<file path="src/rtl/multicycle_ctrl_pkg.sv">
// Shared definitions for the multi-cycle MIPS control FSM: state and
// instruction-class encodings, datapath select codes and decoder bit positions.
package mips_ctrl_pkg;

    typedef enum logic [2:0] {
        ST_FETCH,
        ST_DECODE,
        ST_EXEC,
        ST_MEM,
        ST_WB,
        ST_HALT
    } state_t;

    typedef enum logic [2:0] {
        CLS_RALU,
        CLS_IALU,
        CLS_LW,
        CLS_SW,
        CLS_BR,
        CLS_J,
        CLS_JR,
        CLS_JAL
    } inst_class_t;

    // PC source select
    localparam logic [1:0] PC_SRC_PLUS4  = 2'd0;
    localparam logic [1:0] PC_SRC_BRANCH = 2'd1;
    localparam logic [1:0] PC_SRC_JUMP   = 2'd2;
    localparam logic [1:0] PC_SRC_RS     = 2'd3;

    // Register-file write address select
    localparam logic [1:0] RF_WSEL_RD = 2'd0;
    localparam logic [1:0] RF_WSEL_RT = 2'd1;
    localparam logic [1:0] RF_WSEL_RA = 2'd2;

    // Write-back data select
    localparam logic [1:0] WB_SEL_ALU = 2'd0;
    localparam logic [1:0] WB_SEL_MEM = 2'd1;
    localparam logic [1:0] WB_SEL_PC  = 2'd2;

    // Decoder one-hot bit positions
    localparam int INST_W  = 27;
    localparam int IT_ADD  = 0;
    localparam int IT_SLT  = 14;
    localparam int IT_ADDI = 15;
    localparam int IT_XORI = 19;
    localparam int IT_LW   = 20;
    localparam int IT_SW   = 21;
    localparam int IT_BEQ  = 22;
    localparam int IT_BNE  = 23;
    localparam int IT_J    = 24;
    localparam int IT_JR   = 25;
    localparam int IT_JAL  = 26;

endpackage

</file>
<file path="src/rtl/multicycle_ctrl_inst_class_enc.sv">
// Maps the decoder one-hot onto a compact instruction class. BEQ and BNE share
// the branch class; br_ne tells them apart. none/multi flag bad one-hot words.
module inst_class_enc
    import mips_ctrl_pkg::*;
(
    input  logic [INST_W-1:0] inst_type,
    output inst_class_t       cls,
    output logic              br_ne,
    output logic              none,
    output logic              multi
);

    // Class lookup; class is meaningless when none or multi is set
    always_comb begin
        cls   = CLS_RALU;
        br_ne = 1'b0;
        none  = (inst_type == '0);
        multi = ((inst_type & (inst_type - INST_W'(1))) != '0);
        if (|inst_type[IT_SLT:IT_ADD]) begin
            cls = CLS_RALU;
        end else if (|inst_type[IT_XORI:IT_ADDI]) begin
            cls = CLS_IALU;
        end else if (inst_type[IT_LW]) begin
            cls = CLS_LW;
        end else if (inst_type[IT_SW]) begin
            cls = CLS_SW;
        end else if (inst_type[IT_BEQ] || inst_type[IT_BNE]) begin
            cls   = CLS_BR;
            br_ne = inst_type[IT_BNE];
        end else if (inst_type[IT_J]) begin
            cls = CLS_J;
        end else if (inst_type[IT_JR]) begin
            cls = CLS_JR;
        end else if (inst_type[IT_JAL]) begin
            cls = CLS_JAL;
        end
    end

endmodule

</file>
<file path="src/rtl/multicycle_ctrl.sv">
// Multi-cycle MIPS control FSM: FETCH/DECODE/EXEC/MEM/WB/HALT over a shared
// variable-latency memory port. Optional performance counters cyc_cnt/ret_cnt
// are built when MULTICYCLE_CTRL_PERF_EN is defined.
module multicycle_ctrl
    import mips_ctrl_pkg::*;
#(
    parameter int unsigned NOP_SKIP = 1
) (
    input  logic              clk,
    input  logic              rst,
    input  logic [INST_W-1:0] inst_type,
    input  logic              inst_zero,
    input  logic              alu_zero,
    input  logic              mem_ready,
    output logic              mem_req,
    output logic              mem_we,
    output logic              mem_isel,
    output logic              ir_we,
    output logic              pc_we,
    output logic [1:0]        pc_src,
    output logic              alu_srcb_imm,
    output logic              rf_we,
    output logic [1:0]        rf_wsel,
    output logic [1:0]        wb_sel,
    output logic              halted,
    output logic              illegal
`ifdef MULTICYCLE_CTRL_PERF_EN
    ,
    output logic [31:0]       cyc_cnt,
    output logic [31:0]       ret_cnt
`endif
);

    state_t      state;
    state_t      state_next;
    inst_class_t cls_dec;
    inst_class_t cls_q;
    logic        br_ne_dec;
    logic        br_ne_q;
    logic        dec_none;
    logic        dec_multi;

    inst_class_enc u_enc (
        .inst_type (inst_type),
        .cls       (cls_dec),
        .br_ne     (br_ne_dec),
        .none      (dec_none),
        .multi     (dec_multi)
    );

    // State register, halt/illegal flags and the class latched in DECODE
    always_ff @(posedge clk) begin
        if (rst) begin
            state   <= ST_FETCH;
            halted  <= 1'b0;
            illegal <= 1'b0;
            cls_q   <= CLS_RALU;
            br_ne_q <= 1'b0;
        end else begin
            state  <= state_next;
            halted <= (state_next == ST_HALT);
            if (state == ST_DECODE) begin
                cls_q   <= cls_dec;
                br_ne_q <= br_ne_dec;
                if (dec_multi) begin
                    illegal <= 1'b1;
                end
            end
        end
    end

    // Next state and datapath controls; everything is held low during reset
    always_comb begin
        state_next   = state;
        mem_req      = 1'b0;
        mem_we       = 1'b0;
        mem_isel     = 1'b0;
        ir_we        = 1'b0;
        pc_we        = 1'b0;
        pc_src       = PC_SRC_PLUS4;
        alu_srcb_imm = 1'b0;
        rf_we        = 1'b0;
        rf_wsel      = RF_WSEL_RD;
        wb_sel       = WB_SEL_ALU;
        if (rst) begin
            state_next = ST_FETCH;
        end else begin
            case (state)
                ST_FETCH: begin
                    mem_req  = 1'b1;
                    mem_isel = 1'b1;
                    if (mem_ready) begin
                        ir_we      = 1'b1;
                        pc_we      = 1'b1;
                        pc_src     = PC_SRC_PLUS4;
                        state_next = ST_DECODE;
                    end
                end
                ST_DECODE: begin
                    if (dec_none) begin
                        state_next = (inst_zero && (NOP_SKIP != 0)) ? ST_FETCH : ST_HALT;
                    end else if (dec_multi) begin
                        state_next = ST_HALT;
                    end else begin
                        state_next = ST_EXEC;
                    end
                end
                ST_EXEC: begin
                    case (cls_q)
                        CLS_RALU: state_next = ST_WB;
                        CLS_IALU: begin
                            alu_srcb_imm = 1'b1;
                            state_next   = ST_WB;
                        end
                        CLS_LW, CLS_SW: begin
                            alu_srcb_imm = 1'b1;
                            state_next   = ST_MEM;
                        end
                        CLS_BR: begin
                            // BEQ takes on zero, BNE on non-zero
                            if (alu_zero ^ br_ne_q) begin
                                pc_we  = 1'b1;
                                pc_src = PC_SRC_BRANCH;
                            end
                            state_next = ST_FETCH;
                        end
                        CLS_J: begin
                            pc_we      = 1'b1;
                            pc_src     = PC_SRC_JUMP;
                            state_next = ST_FETCH;
                        end
                        CLS_JR: begin
                            pc_we      = 1'b1;
                            pc_src     = PC_SRC_RS;
                            state_next = ST_FETCH;
                        end
                        CLS_JAL: begin
                            pc_we      = 1'b1;
                            pc_src     = PC_SRC_JUMP;
                            state_next = ST_WB;
                        end
                        default: state_next = ST_FETCH;
                    endcase
                end
                ST_MEM: begin
                    mem_req  = 1'b1;
                    mem_isel = 1'b0;
                    mem_we   = (cls_q == CLS_SW);
                    if (mem_ready) begin
                        state_next = (cls_q == CLS_SW) ? ST_FETCH : ST_WB;
                    end
                end
                ST_WB: begin
                    rf_we = 1'b1;
                    case (cls_q)
                        CLS_IALU: begin
                            rf_wsel = RF_WSEL_RT;
                            wb_sel  = WB_SEL_ALU;
                        end
                        CLS_LW: begin
                            rf_wsel = RF_WSEL_RT;
                            wb_sel  = WB_SEL_MEM;
                        end
                        CLS_JAL: begin
                            rf_wsel = RF_WSEL_RA;
                            wb_sel  = WB_SEL_PC;
                        end
                        default: begin
                            rf_wsel = RF_WSEL_RD;
                            wb_sel  = WB_SEL_ALU;
                        end
                    endcase
                    state_next = ST_FETCH;
                end
                ST_HALT: state_next = ST_HALT;
                default: state_next = ST_FETCH;
            endcase
        end
    end

`ifdef MULTICYCLE_CTRL_PERF_EN
    // Cycle and retirement counters; both freeze once the core halts
    always_ff @(posedge clk) begin
        if (rst) begin
            cyc_cnt <= '0;
            ret_cnt <= '0;
        end else begin
            if (state != ST_HALT) begin
                cyc_cnt <= cyc_cnt + 32'd1;
            end
            if ((state != ST_FETCH) && (state != ST_HALT) && (state_next == ST_FETCH)) begin
                ret_cnt <= ret_cnt + 32'd1;
            end
        end
    end
`endif

endmodule

</file>
<file path="config.mk">
export PLATFORM = sky130hd
export DESIGN_NAME = multicycle_ctrl
export DESIGN_NICKNAME = d
export VERILOG_FILES = /design/src/rtl/multicycle_ctrl_pkg.sv /design/src/rtl/multicycle_ctrl_inst_class_enc.sv /design/src/rtl/multicycle_ctrl.sv
export SDC_FILE = /design/constraint.sdc
export NUM_CORES = 1
export LEC_CHECK = 0
export ABC_AREA = 1
export CAP_MARGIN = 15
export CELL_PAD_IN_SITES_DETAIL_PLACEMENT = 2
export CELL_PAD_IN_SITES_GLOBAL_PLACEMENT = 2
export CORE_UTILIZATION = 22
export CTS_BUF_LIST = sky130_fd_sc_hd__clkbuf_16
export DETAILED_ROUTE_END_ITERATION = 10
export PLACE_DENSITY_LB_ADDON = 0.3
export SYNTH_ARGS = -nofsm -noshare
export SYNTH_HDL_FRONTEND = slang
export SYNTH_SLANG_ARGS = --single-unit
export TNS_END_PERCENT = 1
</file>
<file path="constraint.sdc">
create_clock -name clk -period 3.7 [get_ports clk]
set_input_delay 1.11 -clock clk [delete_from_list [all_inputs] [get_ports clk]]
set_output_delay 1.11 -clock clk [all_outputs]
set_load 0.05 [all_outputs]
</file>
==> flow_metrics.env <==
export IMPL_start_util_pct=23.3
export IMPL_power_density_nw_per_um2=236
export IMPL_status="finished clean"
export IMPL_numCtsBuffers=3
export IMPL_diodes=0
export IMPL_worstPathRequired_ps=2590
export IMPL_clock_latency_ps=230
export IMPL_critPathBufInv=4
export IMPL_synth_compound_area_share_pct=12.6
export IMPL_yosysSeqAreaShare_pct=14.7
export IMPL_drt_antenna_violating_nets=0
export IMPL_rsz0062_at_grt="no"
export IMPL_synthTopCellsByCount="nand2_1 (68), nor2_1 (52), inv_1 (30), nand3_1 (13), a21oi_1 (11)"
export IMPL_setup_viol_count_final=0
export IMPL_synth_top_area_cell="nand2_1"
export IMPL_ys_seq_elements=9
export IMPL_clock_skew_ps=0.990
export IMPL_crit_path_max_incr_delay_ps=460
export IMPL_final_max_slew_viol_count=0
export IMPL_yosys_area_share_adder_pct=0
export IMPL_syn_avg_cell_area_sq_um=5.29
export IMPL_drv_cap=0
export IMPL_p_total_mw=0.470
export IMPL_fin_crit_sh_pct=96.8
export IMPL_ctsResizeCount=0
export IMPL_clockBufferDepth=2
export IMPL_yosys_top_cells_area="nand2_1 (21%), nor2_1 (16%), dfxtp_1 (15%), inv_1 (9.2%), nor2_4 (7.4%)"
export IMPL_clock_fmax_mhz=279
export IMPL_grt_pass1_vias=1790
export IMPL_fill_cells=673
export IMPL_synth_xor_area_share_pct=0.716
export IMPL_root_buffer="clkbuf_16"
export IMPL_crit_start="rst"
export IMPL_synth_net_count=263
export IMPL_drive_gt1_share_pct=14.2
export IMPL_yosysTopAreaCellShare_pct=20.9
export IMPL_place_congestion=0.767
export IMPL_synthSimpleGateAreaFrac_pct=61.8
export IMPL_area_growth_pct=63.3
export IMPL_max_slew_margin_pct=66.2
export IMPL_yosys_warnings=0
export IMPL_hold_viol_final=0
export IMPL_path_cells="clkdlybuf4s50_1, inv_1, nand2_1, inv_1, nand2_1, nor3_2, buf_12"
export IMPL_post_synth_top_count_cell="nand2_1"
export IMPL_antenna_found_initial=0
export IMPL_grt_max_degree=13
export IMPL_startpoint_type="input port"
export IMPL_totalWireLength_um=4810
export IMPL_gr_total_overflow=0
export IMPL_whs_ps=487
export IMPL_grt_first_pass_wirelength_um=8380
export IMPL_r2r_start="state[1]"
export IMPL_path_class="in -> out"
export IMPL_synth_edff_count=0
export IMPL_synth_async_reset_ratio_pct=0
export IMPL_io_pins=47
export IMPL_nets=315
export IMPL_synthMuxAreaShare_pct=0
export IMPL_peakVddDrop_mv=0.101
export IMPL_grt_use_total_pct=17.8
export IMPL_crit_arrival_ps=2470
export IMPL_worstPathMaxFanout=4
export IMPL_drt_iter0_drc=30
export IMPL_rows=26
export IMPL_min_from="br_ne_q"
export IMPL_die_area_sq_um=5860
export IMPL_wl_per_cell_um=13.7
export IMPL_drc_errors=0
export IMPL_synth_area_sq_um=1220
export IMPL_clkTransAtPathRegs_ps=40
export IMPL_vias_per_cell=4.65
export IMPL_dpl_hpwl_um=4310
export IMPL_num_vias=1638
export IMPL_synth_top_family_by_area="simple AND/OR/NAND/NOR gates"
export IMPL_drt_pass1_iter_count=4
export IMPL_core_sq_um=5240
export IMPL_die_w_um=76.5
export IMPL_htree_levels=1
export IMPL_syn_inst=231
export IMPL_hold_path_class="reg -> reg"
export IMPL_io_buffer_count=46
export IMPL_tritoncts="yes"
export IMPL_leakage_nw=0.832
export IMPL_clock_sinks=9
export IMPL_synthDistinctLibCells=31
export IMPL_end_kind="primary output"
export IMPL_crit_slowest_cell="clkdlybuf4s50_1"
export IMPL_cts_hold_buf=0
export IMPL_worst_slew_pin_slew_ps=506
export IMPL_fin_crit_ps=3580
export IMPL_yosys_most_used_dff="dfxtp_1"
export IMPL_fp_dieH_um=76.5
export IMPL_postCtsSetupRepairBufs=0
export IMPL_crit_family="buffers and inverters"
## routing by layer
layer / GRT usage, % / wire length, um / up-vias
li1: - / - / 833
met1: 19.3 / 1980 / 767
met2: 35.9 / 2700 / 34
met3: 1.32 / 77 / 4
met4: 5.77 / 50 / 0
met5: 0 / 0 / -
## path summary, 6_finish.rpt
check                to  slack [ps]  depth (start not counted)
min             br_ne_q         490                          2
min reg2reg     br_ne_q         490                          2
max          rf_wsel[0]         120                          7
max reg2reg    cls_q[0]        2120                          7
## state kept, by name (all words and copies together), names as in the netlist
name / count
state: 3
halted: 1
cls_q: 3
br_ne_q: 1
illegal: 1
## cells by family after synthesis
kind of cell / Yosys count
xor gates and xnor gates: 1
and+or+nand+nor: 164
AOI/OAI and AO/OA: 25
buffers and inverters: 32
DFF: 9
## report_power, final
part | switching (mW) | internal [mW]
registers | 0.00497 | 0.103
clock network | 0.0490 | 0.141
logic | 0.0970 | 0.0748
## cell type report
cell class / instances / area (sq um) / area share (%)
Inverter: 30 / 113 / 5.64
Clock buffer: 3 / 75.1 / 3.76
Multi-Input combinational cell: 190 / 923 / 46.3
Clock inverter: 1 / 3.75 / 0.188
Tap cell: 70 / 87.6 / 4.39
Timing Repair Buffer: 49 / 613 / 30.7
Sequential cell: 9 / 180 / 9.03
## placed cells by master, fill, tap and decap left out
master,netlist,layout
inv_1,30,31
nor2_4,8,8
o21a_1,1,1
a311oi_1,1,1
o211ai_1,1,1
nor2_1,52,52
o211a_1,1,1
nor3_2,0,1
nor2_2,5,5
nand3_2,2,2
nand2_2,3,3
nand3b_1,1,1
nor4_1,1,1
nand3_1,13,13
nand2_4,1,1
dfxtp_1,9,9
and2_1,1,1
buf_4,1,3
o21ai_0,3,3
o22ai_1,1,1
o21ai_1,2,2
buf_12,0,13
clkdlybuf4s50_1,0,33
or3_1,1,1
nand4_1,2,2
nor3_1,6,5
a21oi_1,11,11
a22oi_1,1,1
nand2_1,68,68
o311ai_0,1,1
a21oi_2,1,1
clkbuf_16,0,3
xor2_1,1,1
o2111ai_1,1,1
## worst reg2reg max path: stages, from the launching register on
cell and delay (ps):
dfxtp_1 320, inv_1 100, nand2_1 80, nor2_1 140
inv_1 180, nor3_1 360, o21ai_0 170, o211a_1 130
## per-stage QoR
step / instances / area [sq um] / worst slack (ps) / setup TNS, ps / util, %
2_1_floorplan: 231 / 1230 / -147 / -220 / -
3_3_place_gp: 348 / 1920 / 192 / 0 / 36.6
3_5_place_dp: 348 / 1920 / 123 / 0 / 36.6
4_1_cts: 352 / 2000 / 93.2 / 0 / 38.1
5_1_grt: 352 / 2000 / 78.0 / 0 / 38.1
6_report: 352 / 2000 / 119 / 0 / 38.1
Power figures use the tool's default switching activity.
